<file path="src/rtl/lcd_window_scaler.sv">
// Frame-buffer window mapper: turns VGA coordinates into read addresses for an
// integer-upscaled source image and emits registered RGB555 with matched sideband delay.
module lcd_window_scaler #(
    parameter int unsigned SRC_W     = 160,
    parameter int unsigned SRC_H     = 144,
    parameter int unsigned MAX_SCALE = 3,
    parameter int unsigned RD_LAT    = 1,
    parameter int unsigned ADDR_W    = 15
) (
    input  logic              clk,
    input  logic              reset_n,
    input  logic [9:0]        VGAX,
    input  logic [9:0]        VGAY,
    input  logic              vde_in,
    input  logic              hsync_in,
    input  logic              vsync_in,
    input  logic [9:0]        cfg_x0,
    input  logic [9:0]        cfg_y0,
    input  logic [1:0]        cfg_scale,
    input  logic [14:0]       cfg_border,
    input  logic              cfg_gray,
    output logic              VGA_fetch,
    output logic [ADDR_W-1:0] VGA_addr,
    input  logic [14:0]       VGA_data,
    output logic [4:0]        Red,
    output logic [4:0]        Green,
    output logic [4:0]        Blue,
    output logic              vde_out,
    output logic              hsync_out,
    output logic              vsync_out
);

    localparam logic [ADDR_W-1:0] ROW_STEP  = ADDR_W'(SRC_W);
    localparam logic [1:0]        SCALE_MAX = 2'(MAX_SCALE);

    typedef struct packed {
        logic        vde;
        logic        hsync;
        logic        vsync;
        logic        win;
        logic        gray;
        logic [14:0] fill;
    } side_t;

    // Configuration shadows
    logic [9:0]  sh_x0;
    logic [9:0]  sh_y0;
    logic [1:0]  sh_scale;
    logic [14:0] sh_border;
    logic        sh_gray;
    logic [1:0]  scale_req;
    logic        frame_origin;

    // Address-generation state
    logic [ADDR_W-1:0] src_x, src_x_cur, src_x_nxt;
    logic [1:0]        sub_x, sub_x_cur, sub_x_nxt;
    logic              h_armed, h_armed_cur;
    logic [ADDR_W-1:0] row_base, row_base_cur;
    logic [1:0]        sub_y, sub_y_cur;
    logic              v_armed, v_armed_cur;

    // Window evaluation
    logic [10:0] x_span, y_span, x_end, y_end;
    logic        in_x, in_y, win_raw, window;
    logic [ADDR_W-1:0] addr_cur;

    // Pipeline
    logic              fetch_q;
    logic [ADDR_W-1:0] addr_q;
    side_t             side_in;
    side_t             side_q [0:RD_LAT];
    side_t             side_o;
    logic [14:0]       pix, pix_out;
    logic [6:0]        luma_sum;

    assign frame_origin = (VGAX == '0) && (VGAY == '0);

    always_comb begin
        scale_req = cfg_scale;
        if (cfg_scale == 2'd0) begin
            scale_req = 2'd1;
        end else if (cfg_scale > SCALE_MAX) begin
            scale_req = SCALE_MAX;
        end
    end

    always_ff @(posedge clk or negedge reset_n) begin
        if (!reset_n) begin
            sh_x0     <= 10'd240;
            sh_y0     <= 10'd168;
            sh_scale  <= 2'd1;
            sh_border <= '0;
            sh_gray   <= 1'b0;
        end else if (frame_origin) begin
            sh_x0     <= cfg_x0;
            sh_y0     <= cfg_y0;
            sh_scale  <= scale_req;
            sh_border <= cfg_border;
            sh_gray   <= cfg_gray;
        end
    end

    always_comb begin
        x_span = 11'(SRC_W);
        y_span = 11'(SRC_H);
        if (sh_scale == 2'd2) begin
            x_span = 11'(SRC_W * 2);
            y_span = 11'(SRC_H * 2);
        end else if (sh_scale == 2'd3) begin
            x_span = 11'(SRC_W * 3);
            y_span = 11'(SRC_H * 3);
        end
    end

    assign x_end   = {1'b0, sh_x0} + x_span;
    assign y_end   = {1'b0, sh_y0} + y_span;
    assign in_x    = (VGAX >= sh_x0) && ({1'b0, VGAX} < x_end);
    assign in_y    = (VGAY >= sh_y0) && ({1'b0, VGAY} < y_end);
    assign win_raw = vde_in && in_x && in_y;

    // Vertical state steps once per line; the current line sees the updated value.
    always_comb begin
        row_base_cur = row_base;
        sub_y_cur    = sub_y;
        v_armed_cur  = v_armed;
        if (VGAX == '0) begin
            if (VGAY == sh_y0) begin
                row_base_cur = '0;
                sub_y_cur    = '0;
                v_armed_cur  = 1'b1;
            end else if (in_y) begin
                if (sub_y == sh_scale - 2'd1) begin
                    sub_y_cur    = '0;
                    row_base_cur = row_base + ROW_STEP;
                end else begin
                    sub_y_cur = sub_y + 2'd1;
                end
            end
        end
    end

    always_comb begin
        src_x_cur   = src_x;
        sub_x_cur   = sub_x;
        h_armed_cur = h_armed;
        if (VGAX == sh_x0) begin
            src_x_cur   = '0;
            sub_x_cur   = '0;
            h_armed_cur = 1'b1;
        end
        src_x_nxt = src_x_cur;
        sub_x_nxt = sub_x_cur;
        if (win_raw) begin
            if (sub_x_cur == sh_scale - 2'd1) begin
                sub_x_nxt = '0;
                src_x_nxt = src_x_cur + 1'b1;
            end else begin
                sub_x_nxt = sub_x_cur + 2'd1;
            end
        end
    end

    // Counters left stale by a mid-frame reset are not trusted until reloaded.
    assign window   = win_raw && h_armed_cur && v_armed_cur;
    assign addr_cur = row_base_cur + src_x_cur;

    always_ff @(posedge clk or negedge reset_n) begin
        if (!reset_n) begin
            src_x    <= '0;
            sub_x    <= '0;
            h_armed  <= 1'b0;
            row_base <= '0;
            sub_y    <= '0;
            v_armed  <= 1'b0;
        end else begin
            src_x    <= src_x_nxt;
            sub_x    <= sub_x_nxt;
            h_armed  <= h_armed_cur;
            row_base <= row_base_cur;
            sub_y    <= sub_y_cur;
            v_armed  <= v_armed_cur;
        end
    end

    always_comb begin
        side_in.vde   = vde_in;
        side_in.hsync = hsync_in;
        side_in.vsync = vsync_in;
        side_in.win   = window;
        side_in.gray  = sh_gray;
        side_in.fill  = vde_in ? sh_border : '0;
    end

    always_ff @(posedge clk or negedge reset_n) begin
        if (!reset_n) begin
            fetch_q <= 1'b0;
            addr_q  <= '0;
            for (int unsigned k = 0; k <= RD_LAT; k++) begin
                side_q[k] <= '0;
            end
        end else begin
            fetch_q   <= window;
            addr_q    <= window ? addr_cur : '0;
            side_q[0] <= side_in;
            for (int unsigned k = 1; k <= RD_LAT; k++) begin
                side_q[k] <= side_q[k-1];
            end
        end
    end

    assign VGA_fetch = fetch_q;
    assign VGA_addr  = addr_q;

    always_comb begin
        side_o   = side_q[RD_LAT];
        pix      = side_o.win ? VGA_data : side_o.fill;
        luma_sum = 7'(pix[14:10]) + {1'b0, pix[9:5], 1'b0} + 7'(pix[4:0]);
        pix_out  = pix;
        if (side_o.gray) begin
            pix_out = {3{luma_sum[6:2]}};
        end
        if (!side_o.vde) begin
            pix_out = '0;
        end
    end

    always_ff @(posedge clk or negedge reset_n) begin
        if (!reset_n) begin
            Red       <= '0;
            Green     <= '0;
            Blue      <= '0;
            vde_out   <= 1'b0;
            hsync_out <= 1'b0;
            vsync_out <= 1'b0;
        end else begin
            Red       <= pix_out[14:10];
            Green     <= pix_out[9:5];
            Blue      <= pix_out[4:0];
            vde_out   <= side_o.vde;
            hsync_out <= side_o.hsync;
            vsync_out <= side_o.vsync;
        end
    end

endmodule

</file>
<file path="config.mk">
export PLATFORM = sky130hd
export DESIGN_NAME = lcd_window_scaler
export DESIGN_NICKNAME = d
export VERILOG_FILES = /design/src/rtl/lcd_window_scaler.sv
export SDC_FILE = /design/constraint.sdc
export NUM_CORES = 1
export LEC_CHECK = 0
export ABC_AREA = 1
export BUFFER_PORTS_ARGS = -buffer_cell sky130_fd_sc_hd__buf_4
export CELL_PAD_IN_SITES_DETAIL_PLACEMENT = 1
export CELL_PAD_IN_SITES_GLOBAL_PLACEMENT = 2
export CORE_ASPECT_RATIO = 0.5
export CORE_MARGIN = 4
export CORE_UTILIZATION = 35
export CTS_CLUSTER_DIAMETER = 120
export DETAILED_ROUTE_END_ITERATION = 10
export PLACE_DENSITY_LB_ADDON = 0.12
export SYNTH_ARGS = -nofsm -noshare
export SYNTH_HDL_FRONTEND = slang
export SYNTH_SLANG_ARGS = --single-unit
</file>
<file path="constraint.sdc">
create_clock -name clk -period 5.6 [get_ports clk]
set_input_delay 1.12 -clock clk [delete_from_list [all_inputs] [get_ports clk]]
set_output_delay 1.12 -clock clk [all_outputs]
set_load 0.005 [all_outputs]
</file>
==> reports/summary.txt, run 1 <==
CP arrival: 5.39 ns
area of the multi-input gates: 3880 um2
Power Density: 237 nW/um2
CTS Buffer Depth: 2
CTS tree: built
Core Region: 22,800 um2
Worst Path Max Fanout: 8
Leakage Power: 5.46 nW
TritonRoute pass-1 iters: 4
Hold Crit Depth: 0
Synth cell types: 46
GRT Residual Overflow: 0
Final Hold Viols: 0
P&R area growth vs syn: 21.5%
num rows: 39
Rel. slew slack: 51.8%
drt wl/cell: 15.2 um
Crit-path slowest cell: dfstp_2
DRT iter0 DRCs: 231
Top Family by Delay on Critical Path: compound AO/OA/AOI/OAI gates
Crit Reg-Reg Startpoint: sh_scale[0]$_DFFE_PN1P_
launch point of the worst path: sh_scale[0]$_DFFE_PN1P_
Tot Pwr: 2.34 mW
Avg Cell Area, Syn: 8.36 um2
GRT Overall Usage: 17.3%
CP Class: flip-flop to flip-flop
Max Slew Vio Count: 0
Reg2Reg Setup Slack: 0.54 ns
commonest cells in the synthesized netlist: 292 x nand2_1, 139 x dfrtp_1, 117 x inv_1
CTS buffer count: 17
Setup crit start kind: flip-flop
HPWL Detailed: 16,200 um
FF+latch area: 3690 um2
die area: 25,900 um2
CTS root buf: clkbuf_16
Setup TNS: 0 ns
Die Wd: 224 um
Routability Congestion: 0.792
Worst Tran Pin Value: 0.722 ns
Worst-path clk slew: 0.06 ns
first-pass GRT wire length: 35,400 um
initial core utilization: 35.7%
DRT antenna net count: 0
status: complete, no violations
hold path start: side_q[32]$_DFF_PN0_
hold_buf cts: 0
number of I/O port buffers: 111
post-CTS setup buffer count: 0
crit path buf inv count: 4
EDFF count, synth: 0
RSZ-0062 raised after global routing: no
Yosys warning total: 0
Post-synth ARST share: 100%
# clock sinks: 147
largest net degree at the start of global routing: 76
Main synth FF type: dfrtp_1
endpoints failing setup: 0
CP Capture Type: flip-flop
cell taking the most area after synthesis: dfrtp_1
Via density: 4.70
synth top area cells: dfrtp_1 43%, nand2_1 13%, ha_1 9.4%, inv_1 5.4%, o21ai_0 4.2%
clk_skew: 0.0121 ns
most common cell in the netlist: nand2_1
Hold EP: side_o[12]$_DFF_PN0_
min-delay worst type: flip-flop to flip-flop
FF-to-FF End: VGA_addr[8]$_DFF_PN0_
IO Pins: 112
ant diodes: 0
DRC violations left: 0
via count: 6,621
nets: 1,236
htree depth: 4
part of the cycle the worst path needs: 90.4%
Worst-Skew Late Latency: 0.44 ns
Mapped Area: 8140 um2
area share of the largest cell type after synthesis: 42.7%
number of antenna violations at the first check in global routing: 0
final WL: 21,300 um
R2R depth: 28
layout cells sized above 1: 17.8%
CP max stage delay: 0.56 ns
Mapped Cells: 974
Seq cells post-synth: 147
vias in the first global route: 7,091
FILL cells: 2,767
Max Clk Rate: 197 MHz
Max Cap Viol: 0
Final Critical Period: 5.06 ns
peak supply drop: 0.000255 V
Die Y: 116 um
Critical Path RT: 5.92 ns
post-synthesis sequential area ratio: 45.3%
Post-Syn Nets: 1,121
==> sequential cells by signal, indices dropped and copies added (netlist names), 10 cells and up <==
register / flops
sh_y0: 10
VGA_addr: 15
src_x: 15
sh_x0: 10
side_q: 20
side_o: 20
sh_border: 15
row_base: 15
==> layout by cell type (no fill, tap or decap), types with 6 or more instances in the layout <==
| cell type | instances |
|---|---|
| nand2_1 | 292 |
| dfrtp_1 | 139 |
| inv_1 | 117 |
| buf_4 | 114 |
| o21ai_0 | 68 |
| ha_1 | 61 |
| nor2_1 | 60 |
| a21oi_1 | 50 |
| nand3_1 | 28 |
| xor2_1 | 26 |
| clkbuf_16 | 17 |
| nor3_1 | 11 |
| nor2_2 | 9 |
| nand2_2 | 8 |
| a31oi_1 | 8 |
| fa_1 | 8 |
| dfstp_2 | 8 |
| xnor2_1 | 7 |
| nor2_4 | 6 |
| inv_2 | 6 |
==> per-layer routing <==
layer  part of all wire (%)  routed length, um  up-vias  global-route usage, %
met4                   0.98                209        0                   4.31
met3                    3.3                697       18                   4.23
li1                       -                  -     3325                      -
met1                     46               9850     3221                   21.7
met2                     50              10600       57                   30.7
met5                      0                  0        -                      0
==> worst max path at each step <==
| stage | to | slack, ns | cells past startpoint |
|---|---|---|---|
| after CTS | VGA_addr[8]$_DFF_PN0_ | 0.33 | 30 |
| after global routing | VGA_addr[8]$_DFF_PN0_ | 0.01 | 28 |
| after detailed placement | VGA_addr[12]$_DFF_PN0_ | 0.37 | 29 |
| after global placement | VGA_addr[12]$_DFF_PN0_ | 0.64 | 29 |
| final | VGA_addr[8]$_DFF_PN0_ | 0.54 | 28 |
| after floorplan | VGA_addr[8]$_DFF_PN0_ | 1.10 | 30 |
==> where the power goes <==
group | internal (mW) | leakage, nW | switching, mW | total, mW
Sequential | 1.07 | 1.90 | 0.00117 | 1.07
Clock | 0.688 | 0.286 | 0.486 | 1.17
Combinational | 0.0478 | 3.27 | 0.0544 | 0.102
==> timing repair <==
item | 4_1_cts | 5_1_grt
gates resized for setup | 0 | 2
setup endpoints to repair | 0 | 4
hold endpoints to repair | 0 | 0
==> area by class of cell <==
type / count / area share (%)
clock buffers: 20 / 4.62
clock inverters: 12 / 1.48
inverters: 124 / 4.73
multi-input cells: 684 / 39.2
flip-flops and latches: 147 / 37.3
well taps: 307 / 3.88
repair buffers: 115 / 8.77
==> through the flow <==
step           utilization [%]  cell area, um2  worst slack [ns]  cells  hold WS, ns
5_1_grt                   43.3            9890            0.0142   1409        0.351
3_3_place_gp              40.6            9280             0.636   1377        0.332
6_report                  43.3            9890             0.535   1409        0.344
4_1_cts                   43.3            9880             0.334   1409        0.344
2_1_floorplan                -            8140              1.10    974        0.331
3_5_place_dp              40.6            9280             0.368   1377        0.336
==> cell families after synthesis <==
group	count (synthesis)	share of synthesized area [%]
AND/OR/NAND/NOR	439	23.3
flip-flops	147	45.3
adder cells (fa/ha/maj)	69	11.3
XOR/XNOR	33	3.55
multiplexers	1	0.123
buffers and inverters	143	7.13
AO/OA/AOI/OAI	142	9.25
Power figures use the tool's default switching activity.
==> run 2, diff against run 1 <==
PLACE_DENSITY_LB_ADDON = 0.1   (was 0.12)
==> run 2 against run 1 <==
Effect of this change:
- design area is 0.13% lower
- clock power is essentially flat
- clock-buffer cell count is 2 lower
- core utilization is 0.055 points lower
- sequential power barely moved
- critical path type unchanged
- critical endpoint is now VGA_addr[12]$_DFF_PN0_
- wire length down 0.55%
==> reports/summary.txt, run 2 (synthesized netlist as in run 1, its figures left out) <==
commonest non-fill, non-tap cell in the layout: nand2_1
status: complete, no violations
IO Pins: 112
area of the multi-input gates: 3890 um2
Power Density: 234 nW/um2
RSZ-0062 raised after global routing: no
drt wl/cell: 15.1 um
Leakage Power: 5.45 nW
P_int: 1.75 mW
Worst-Skew Late Latency: 0.44 ns
# clock sinks: 147
Worst Path Max Fanout: 8
Worst Tran Pin Value: 0.866 ns
P&R area growth vs syn: 21.3%
Final Critical Period: 5.05 ns
final core utilization: 43.3%
num rows: 39
first-pass GRT wire length: 35,600 um
peak supply drop: 0.000157 V
most frequent cells in the layout: 292 x nand2_1, 139 x dfrtp_1, 117 x inv_1
Max Clk Rate: 198 MHz
Crit Reg-Reg Startpoint: sh_scale[0]$_DFFE_PN1P_
CTS root buf: clkbuf_16
endpoints failing setup: 0
Sw Share: 24.2%
Critical Path RT: 5.92 ns
launch point of the worst path: sh_scale[0]$_DFFE_PN1P_
clk_skew: 0.00739 ns
Max Slew Vio Count: 0
die area: 25,900 um2
TritonRoute pass-1 iters: 4
CP Capture Type: flip-flop
vias in the first global route: 7,124
P_sw: 559 uW
WHS: 0.344 ns
combinational power share: 4.4%
via count: 6,534
Via density: 4.64
Worst-path clk slew: 0.07 ns
layout cells sized above 1: 18.0%
CP Class: flip-flop to flip-flop
DRC violations left: 0
HPWL Detailed: 16,000 um
Rel. slew slack: 42.3%
nets: 1,236
CTS tree: built
ant diodes: 0
Core Region: 22,800 um2
GRT Residual Overflow: 0
Setup TNS: 0 ns
initial core utilization: 35.7%
final WL: 21,200 um
min-delay worst type: flip-flop to flip-flop
largest net degree at the start of global routing: 89
FF+latch area: 3690 um2
CTS buffer count: 17
Crit-path slowest cell: dfstp_2
DRT iter0 DRCs: 249
Setup crit start kind: flip-flop
clock network power share: 49.4%
CP arrival: 5.37 ns
crit-path most repeated cell: nand2_1
post-CTS setup buffer count: 0
Die Wd: 224 um
Routability Congestion: 0.786
DRT antenna net count: 0
CP max stage delay: 0.56 ns
CTS Buffer Depth: 2
hold path start: side_q[32]$_DFF_PN0_
number of antenna violations at the first check in global routing: 0
number of I/O port buffers: 111
htree depth: 4
Final Hold Viols: 0
FILL cells: 2,749
Max Cap Viol: 0
part of the cycle the worst path needs: 90.2%
GRT Overall Usage: 17.4%
Sequential Power Share: 46.2%
Die Y: 116 um
run 2: cell types whose count changed in the layout (fill, tap and decap cells not counted), sizes merged:
cell    change
bufinv      -1
clkbuf      -2
inv         +3
run 2: repair_timing:
action / in CTS / in global routing
hold endpoints to repair: 0 / 0
resized for setup: 0 / 4
endpoints found under the setup margin: 0 / 6
hold buffers: 0 / 0
run 2: final cells by class:
cell class              instances  area share [%]
inverters                     124            4.74
repair buffers                115            8.78
clock inverters                14            1.44
flip-flops and latches        147            37.3
multi-input cells             684            39.4
clock buffers                  18            4.45
well taps                     307            3.89
run 2: worst paths after layout:
| check | slack [ns] | endpoint | cells after the start |
|---|---|---|---|
| max reg2reg | 0.55 | VGA_addr[12]$_DFF_PN0_ | 29 |
| max | 0.55 | VGA_addr[12]$_DFF_PN0_ | 29 |
| min | 0.34 | side_o[12]$_DFF_PN0_ | 0 |
| min in group asynchronous | 0.77 | Red[4]$_DFF_PN0_ | 1 |
| min reg2reg | 0.34 | side_o[12]$_DFF_PN0_ | 0 |
| max in group asynchronous | 3.85 | sh_y0[3]$_DFFE_PN1P_ | 2 |
run 2: power groups by stage:
stage / combinational (mW) / clock, mW / sequential, mW
2_1_floorplan: 0.0240 / 0 / 1.09
3_3_place_gp: 0.103 / 0 / 1.09
3_5_place_dp: 0.105 / 0 / 1.09
4_1_cts: 0.106 / 1.17 / 1.07
5_1_grt: 0.117 / 1.23 / 1.07
6_report: 0.102 / 1.14 / 1.07
run 2: stage by stage:
step	instance area, um2	instances	total power [mW]	setup WS (ns)
after global placement	9280	1377	1.19	0.609
after detailed placement	9280	1377	1.19	0.333
final	9880	1409	2.31	0.550
after global routing	9880	1409	2.41	0.00112
after CTS	9860	1409	2.35	0.317
after floorplan	8140	974	1.11	1.10
run 2: critical path, delay by kind of cell (launching register included):
kind            cells  cell delay (ns)
compound gates      7             1.17
xor+xnor            2             0.33
fa+ha+maj           5             1.47
buf+inv             5             0.48
flops               1             0.56
simple gates       10             0.94
run 2: layer usage:
metal  part of all wire, %  track usage (%)
met5                     0                0
met4                   1.3             4.68
met3                   3.1             3.92
met2                    49             30.9
met1                    46             21.8
